## src/rtl/seg_scan_controller.sv

```systemverilog
// Time-multiplexed scan controller for a common-anode 7-segment bank with a double-buffered BCD frame.
// Optional leading-zero suppression is enabled by defining LEADING_ZERO_BLANK_EN.
module seg_scan_controller #(
    parameter int NUM_DIGITS   = 8,
    parameter int SCAN_DIV     = 50000,
    parameter int BLANK_CYCLES = 4
) (
    input  logic                    clk,
    input  logic                    reset,
    input  logic                    load,
    input  logic [4*NUM_DIGITS-1:0] bcd_in,
    input  logic [NUM_DIGITS-1:0]   dp_in,
    output logic                    load_ack,
    output logic                    frame_start,
    output logic [7:0]              seg_out,
    output logic [NUM_DIGITS-1:0]   an_out
);

    localparam int PW = (SCAN_DIV > 1) ? $clog2(SCAN_DIV) : 1;
    localparam int IW = (NUM_DIGITS > 1) ? $clog2(NUM_DIGITS) : 1;
    localparam int BW = $clog2(BLANK_CYCLES + 1);

    localparam logic [PW-1:0] PRESC_LAST = PW'(SCAN_DIV - 1);
    localparam logic [IW-1:0] IDX_LAST   = IW'(NUM_DIGITS - 1);
    localparam logic [BW-1:0] BLANK_LOAD = BW'(BLANK_CYCLES);

    logic [PW-1:0]                 presc_reg, presc_next;
    logic [IW-1:0]                 idx_reg, idx_next;
    logic [BW-1:0]                 blank_reg, blank_next;
    logic [NUM_DIGITS-1:0][3:0]    active_bcd_reg;
    logic [NUM_DIGITS-1:0]         active_dp_reg;
    logic [NUM_DIGITS-1:0][3:0]    pending_bcd_reg;
    logic [NUM_DIGITS-1:0]         pending_dp_reg;
    logic                          pending_valid_reg;
    logic [7:0]                    seg_reg, seg_next;
    logic [NUM_DIGITS-1:0]         an_reg, an_next;
    logic [NUM_DIGITS-1:0]         an_dec;
    logic                          load_ack_reg;
    logic                          frame_start_reg;
    logic                          tick;
    logic                          wrap;
    logic                          transfer;
    logic [3:0]                    cur_nibble;
    logic                          cur_dp;
    logic [7:0]                    glyph;

    assign tick     = (presc_reg == PRESC_LAST);
    assign wrap     = tick && (idx_reg == IDX_LAST);
    assign transfer = wrap && pending_valid_reg;

    always_comb begin
        presc_next = tick ? '0 : presc_reg + 1'b1;
        idx_next   = idx_reg;
        blank_next = blank_reg;
        if (tick) begin
            idx_next   = (idx_reg == IDX_LAST) ? '0 : idx_reg + 1'b1;
            blank_next = BLANK_LOAD;
        end else if (blank_reg != '0) begin
            blank_next = blank_reg - 1'b1;
        end
    end

    // One-hot-low anode pattern for the current digit, replaced by all-off during the blank window.
    generate
        for (genvar gi = 0; gi < NUM_DIGITS; gi++) begin : g_an
            assign an_dec[gi] = (idx_reg != IW'(gi));
        end
    endgenerate

    assign an_next = (blank_reg != '0) ? '1 : an_dec;

`ifdef LEADING_ZERO_BLANK_EN
    logic [NUM_DIGITS-1:0] lz_mask_reg;
    logic [NUM_DIGITS-1:0] lz_mask_next;
    logic [NUM_DIGITS:0]   lz_chain;

    localparam logic [NUM_DIGITS-1:0] LZ_RESET = {{(NUM_DIGITS-1){1'b1}}, 1'b0};

    // Suppression runs down from the top digit and stops at the first non-zero nibble or lit dp.
    assign lz_chain[NUM_DIGITS] = 1'b1;
    assign lz_chain[0]          = 1'b0;
    assign lz_mask_next[0]      = 1'b0;
    generate
        for (genvar gi = 1; gi < NUM_DIGITS; gi++) begin : g_lz
            assign lz_chain[gi]     = lz_chain[gi+1] && (pending_bcd_reg[gi] == 4'h0) && !pending_dp_reg[gi];
            assign lz_mask_next[gi] = lz_chain[gi];
        end
    endgenerate

    always_ff @(posedge clk) begin
        if (reset) begin
            lz_mask_reg <= LZ_RESET;
        end else if (transfer) begin
            lz_mask_reg <= lz_mask_next;
        end
    end
`endif

    assign cur_nibble = active_bcd_reg[idx_reg];
    assign cur_dp     = active_dp_reg[idx_reg];

    always_comb begin
        case (cur_nibble)
            4'h0:    glyph = 8'hC0;
            4'h1:    glyph = 8'hF9;
            4'h2:    glyph = 8'hA4;
            4'h3:    glyph = 8'hB0;
            4'h4:    glyph = 8'h99;
            4'h5:    glyph = 8'h92;
            4'h6:    glyph = 8'h82;
            4'h7:    glyph = 8'hF8;
            4'h8:    glyph = 8'h80;
            4'h9:    glyph = 8'h90;
            4'hA:    glyph = 8'h7F;
            default: glyph = 8'hFF;
        endcase
`ifdef LEADING_ZERO_BLANK_EN
        if (lz_mask_reg[idx_reg]) begin
            glyph = 8'hFF;
        end
`endif
        seg_next = {glyph[7] & ~cur_dp, glyph[6:0]};
    end

    always_ff @(posedge clk) begin
        if (reset) begin
            presc_reg         <= '0;
            idx_reg           <= '0;
            blank_reg         <= BLANK_LOAD;
            active_bcd_reg    <= '0;
            active_dp_reg     <= '0;
            pending_bcd_reg   <= '0;
            pending_dp_reg    <= '0;
            pending_valid_reg <= 1'b0;
            seg_reg           <= 8'hFF;
            an_reg            <= '1;
            load_ack_reg      <= 1'b0;
            frame_start_reg   <= 1'b0;
        end else begin
            presc_reg       <= presc_next;
            idx_reg         <= idx_next;
            blank_reg       <= blank_next;
            seg_reg         <= seg_next;
            an_reg          <= an_next;
            frame_start_reg <= wrap;
            load_ack_reg    <= transfer;
            if (transfer) begin
                active_bcd_reg <= pending_bcd_reg;
                active_dp_reg  <= pending_dp_reg;
            end
            // A load coinciding with the transfer keeps the new data pending for the next frame.
            if (load) begin
                pending_bcd_reg   <= bcd_in;
                pending_dp_reg    <= dp_in;
                pending_valid_reg <= 1'b1;
            end else if (wrap) begin
                pending_valid_reg <= 1'b0;
            end
        end
    end

    assign seg_out     = seg_reg;
    assign an_out      = an_reg;
    assign load_ack    = load_ack_reg;
    assign frame_start = frame_start_reg;

endmodule
```

## config.mk

```make
export PLATFORM = sky130hd
export DESIGN_NAME = seg_scan_controller
export DESIGN_NICKNAME = d
export VERILOG_FILES = /design/src/rtl/seg_scan_controller.sv
export SDC_FILE = /design/constraint.sdc
export NUM_CORES = 1
export LEC_CHECK = 0
export BUFFER_PORTS_ARGS = -buffer_cell sky130_fd_sc_hd__buf_2
export CAP_MARGIN = 20
export CORE_UTILIZATION = 55
export CTS_CLUSTER_SIZE = 10
export DETAILED_ROUTE_END_ITERATION = 7
export GPL_TIMING_DRIVEN = 0
export HOLD_SLACK_MARGIN = 0.03
export PLACE_DENSITY = 0.76
export SYNTH_ARGS = -nofsm -noshare
export SYNTH_HDL_FRONTEND = slang
export SYNTH_SLANG_ARGS = --single-unit
```

## constraint.sdc

```tcl
create_clock -name clk -period 5 [get_ports clk]
set_input_delay 0 -clock clk [delete_from_list [all_inputs] [get_ports clk]]
set_output_delay 0 -clock clk [all_outputs]
set_load 0.02 [all_outputs]
```

# After elaboration in Yosys (flattened, before gate mapping)
# Memory sizes are Yosys's and may differ from the RTL's.
# Index checks and enable logic that the tools add are counted.
dict set report classes {
  n_addsub 3
  n_lt_le_gt_ge 1
  eq_ne 9
  mux 7
  bitwise 2
  reduce_logical 7
}
# op n
set op_table {}
lappend op_table {{$add A16 B1 Y16 const B} 1}
lappend op_table {{$eq A16 B16 Y1 const B} 1}
lappend op_table {{$bmux W4 S3} 1}
lappend op_table {{$ne A3 B3 Y1 const B} 4}
lappend op_table {{$ne A3 B2 Y1 const B} 2}
lappend op_table {{$reduce_bool A3 Y1} 2}
lappend op_table {{$lt A3 B4 Y1 const B} 1}
lappend op_table {{$mux W4} 1}
lappend op_table {{$reduce_or A2 Y1} 2}
lappend op_table {{$add A3 B1 Y3 const B} 1}
lappend op_table {{$bmux W1 S3} 1}
lappend op_table {{$eq A3 B3 Y1 const B} 1}
lappend op_table {{$mux W1} 3}
lappend op_table {{$mux W3} 1}
lappend op_table {{$ne A3 B1 Y1 const B} 1}
lappend op_table {{$sub A3 B1 Y3 const B} 1}
lappend op_table {{$logic_and A1 B1 Y1} 2}
lappend op_table {{$reduce_bool A2 Y1} 1}
lappend op_table {{$and A1 B1 Y1} 1}
lappend op_table {{$not A1 Y1} 1}
dict set report word_totals {
  regBits 121
  mem_bits_ro 128
  inputBits 43
  out_inout_bits 18
  elab_cells 56
  mem_count 1
}
# memory words width rd rd_clocked_by_memory_dff write_ports line
set mem_list {}
lappend mem_list {{(no name shown)} 16 8 1 0 0 103} ;# case (cur_nibble)

# Logic depth before layout (Yosys ltp)
dict set report logic_depth {
  ltp_word 4
  mapped_depth 8
  depth_no_buf 7
}

# Worst setup path after synthesis
# No wires, ideal clock.
dict set report synth_timing {
  kind {reg2reg}
  startpoint {register idx_reg[0]}
  endpoint {register seg_reg[5], in the netlist seg_out[5]}
  t_arrival_ps 2157
  t_required_ps 4868
  slack_ps 2711
  path_stages_with_launch 8
  n_path_buf 1
  period_less_slack_ps 2289
  path_cell_list {dfxtp_1 buf_2 mux4_2 mux2i_1 inv_1 ha_1 nor4_1 a21oi_1}
}
dict set report synth_between {
  elab_chain_cells 3
}
# element line
set synth_lines {}
lappend synth_lines {{from (decl)} 28} ;# logic [IW-1:0] idx_reg, idx_next;
lappend synth_lines {{from (signal assigned)} 141} ;# idx_reg <= idx_next;
lappend synth_lines {{$bmux W4 S3} 99} ;# assign cur_nibble = active_bcd_reg[idx_reg];
lappend synth_lines {{$mux W4 (not written as such)} 99}
lappend synth_lines {{$mem_v2 Z16 W8} -}
lappend synth_lines {{to (signal assigned)} 143} ;# seg_reg <= seg_next;
lappend synth_lines {{to (decl)} 35} ;# logic [7:0] seg_reg, seg_next;
# Every way passes these cells. The select of a mux whose other input is x is not followed.
# A chain may end at the register's enable or synchronous reset.

# Worst setup path after layout
dict set report layout_timing {
  startpoint {register idx_reg[1]}
  endpoint {register seg_reg[6], in the netlist seg_out[6]}
}
# The elaborated chain is that of the path after synthesis.

==> results.toml <==
[status]
outcome = "complete, no violations"

[die]
core_area_um2 = 8720
rows = 34
initial_utilization = 0.568
die_y_um = 96.9
dieArea_um2 = 9380
ioPinCount = 61
die_w_um = 96.9

[clocking]
path_clk_slew_ns = 0.06
root_buffer = "clkbuf_8"
cts_buffer_depth = 2
tritoncts = "yes"
h-tree-depth = 4
numCtsBuffers = 17
clock_sinks = 121
post_cts_buffers = 0
clk_latency_ns = 0.52

[routing]
wl_um = 11200
vias = 4129
drt_iter0_markers = 242
drc_errors = 0
firstDrtPassIters = 5
postRouteAntennaNets = 0
detail_route.wl_per_cell_um = 14.8
avgViaCountPerCell = 5.47

[grt]
grt-busiest-layer = "met2"
grt_max_degree = 17
antenna_found_initial = 0
track_usage = 0.252
grt_pass1_wl_um = 19000
grt_overflow_total = 0
grtUsageMet2 = 0.423
grt_pass1_vias = 4007
grt_use_met1 = 0.321
grt_use_met3 = 0.0564

[synthesis]
ys_types = 42
ys_seq_elements = 121
syn_nets = 571
synthCells = 514
yosysSeqAreaShare = 0.489
synth_area_um2 = 4950
ys_warn_count = 0
syn_avg_cell_area_um2 = 9.63

[setup_path]
cp.depth = 7
crit_chain = "buf_1 -> mux4_2 -> mux2i_1 -> inv_1 -> ha_1 -> nor4_1 -> a21oi_1"
timing.rr.start = "idx_reg[1]$_SDFFE_PP0N_"
cp-endpoint = "seg_out[6]$_SDFF_PP1_"
critPathBufInv = 2
cp_max_fo = 10
start_kind = "register"
critPathKind = "register to register"
cp.required_ns = 5.39
r2r_cells = 7
cpMaxStageDelayCell = "buf_1"
critical-path-max-stage-delay_ns = 0.54
critPathLaunch = "idx_reg[1]$_SDFFE_PP0N_"
r2r_slack_ns = 2.35
worstReg2RegEnd = "seg_out[6]$_SDFF_PP1_"
crit_family = "multiplexers"
cp-end-kind = "register"
cp.arrival_ns = 3.04

[placement]
gp_congestion = 0.799
dp_hpwl_um = 7270
placed_cells = 681
io_buffers = 59
dpl_cell_area_um2 = 5380
pre_cts_ws_ns = 2.34

[sta]
period_share = 0.530
tightestPinTransition_ns = 0.729
finalHoldViolations = 0
worst_slack_ns = 2.35
finalClockSkew_ns = 0.00838
report.final.setup_viol = 0
fmax_mhz = 377
slew_violations = 0
rsz0062_at_grt = "false"
maxSlewHeadroom = 0.514
hold_slack_ns = 0.259
fin_setup_tns_ns = 0
period_minus_slack_ns = 2.65

[finish]
drive_gt1_frac = 0.179
antenna_cells = 0
utilization = 0.734
stdcell_count = 755
fillerInstances = 585
syn2layout_area_growth_pct = 29.4
layout.nets = 691
final_area_um2 = 6400

[pwr]
cellPowerDensity_nw_per_um2 = 381
vdd_drop_max_v = 0.000258
p_leak_nw = 2.53
totalPowerFinal_mw = 2.44

[min_path]
min_path_type = "primary input to register"

[run]
drv_cap = 0
==> cells in the final DEF, fill, tap and decap left out, types with 8 or more instances in the layout <==
| master | count |
|---|---|
| xnor2_1 | 11 |
| dlygate4sd3_1 | 42 |
| o21ai_0 | 19 |
| buf_1 | 8 |
| dfxtp_1 | 121 |
| ha_1 | 14 |
| o21ai_1 | 26 |
| mux2i_1 | 45 |
| nand3_1 | 49 |
| a21oi_1 | 48 |
| nor2_1 | 63 |
| clkbuf_1 | 24 |
| clkbuf_16 | 16 |
| inv_1 | 12 |
| buf_2 | 64 |
| mux4_2 | 10 |
| nand2_1 | 16 |
==> worst min-delay path by stage <==
stage	startpoint	endpoint	slack (ns)	cells after the start
after global placement	bcd_in[29]	pending_bcd_reg[29]$_SDFFE_PP0P_	0.23	3
after CTS	bcd_in[24]	pending_bcd_reg[24]$_SDFFE_PP0P_	0.24	4
after floorplan	bcd_in[0]	pending_bcd_reg[0]$_SDFFE_PP0P_	0.15	2
after global routing	bcd_in[30]	pending_bcd_reg[30]$_SDFFE_PP0P_	0.28	4
after detailed placement	bcd_in[30]	pending_bcd_reg[30]$_SDFFE_PP0P_	0.24	3
final	bcd_in[18]	pending_bcd_reg[18]$_SDFFE_PP0P_	0.26	4
==> final cells by class <==
cell class              instances  area (µm²)  share of cell area
plain buffers                  37         179              0.0279
multi-input cells             342        2300               0.359
well taps                     108         135              0.0211
clock inverters                 8         143              0.0223
flip-flops and latches        121        2420               0.378
inverters                      14        52.6             0.00821
repair buffers                101         716               0.112
clock buffers                  24         460              0.0719
==> cells in the mapped netlist, drive strengths merged <==
cell type  count  area, µm²
nand2         17       71.3
inv           13       48.8
xnor2         11       96.3
a21boi         1       7.51
a211oi         2       15.0
and3b          1       8.76
dfxtp        121       2420
a32oi          2       17.5
a21oi         48        240
o21ai         45        225
nor4           5       46.3
or3            3       18.8
and2           3       18.8
nand2b         1       6.26
nand4          2       12.5
mux2           3       33.8
and3           1       6.26
nor3           3       20.0
a22oi          1       7.51
clkinv         1       3.75
ha            14        175
mux2i         45        450
buf           18        108
a31o           1       8.76
clkbuf        19       71.3
nor4b          2       17.5
nand3         49        245
or4bb          1       11.3
or4            3       30.0
xor2           3       26.3
nor2          63        236
mux4          10        225
nand4b         2       17.5
==> cell families (layout without fill, tap and decap cells) <==
group,after synthesis,after routing,synth area share
and+or+nand+nor,156,156,0.155
DFF,121,121,0.489
AOI/OAI and AO/OA,100,100,0.105
muxes,58,58,0.143
buffers and inverters,51,184,0.0468
adders and majority gates,14,14,0.0354
xor gates and xnor gates,14,14,0.0248
==> power breakdown <==
part           internal, mW  switching (mW)
combinational        0.0878          0.0839
clock                 0.833           0.410
sequential             1.00          0.0243
total                  1.92           0.519
==> worst min-delay path, delay by kind of cell <==
kind | cells | cell delay [ns]
buf+inv | 2 | 0.61
mux | 1 | 0.05
simple gates | 1 | 0.07
==> per-layer routing <==
metal	share of wire	routed length, µm	vias up
met5	0	0	-
met4	0.014	154	0
met3	0.040	450	15
met2	0.50	5550	102
met1	0.45	5050	1958
li1	-	-	2054
==> repair_timing <==
item	CTS	global route
endpoints found under the hold margin	52	0
hold buffers	42	0
resized for setup	0	0
(Power assumes the default switching activity.)
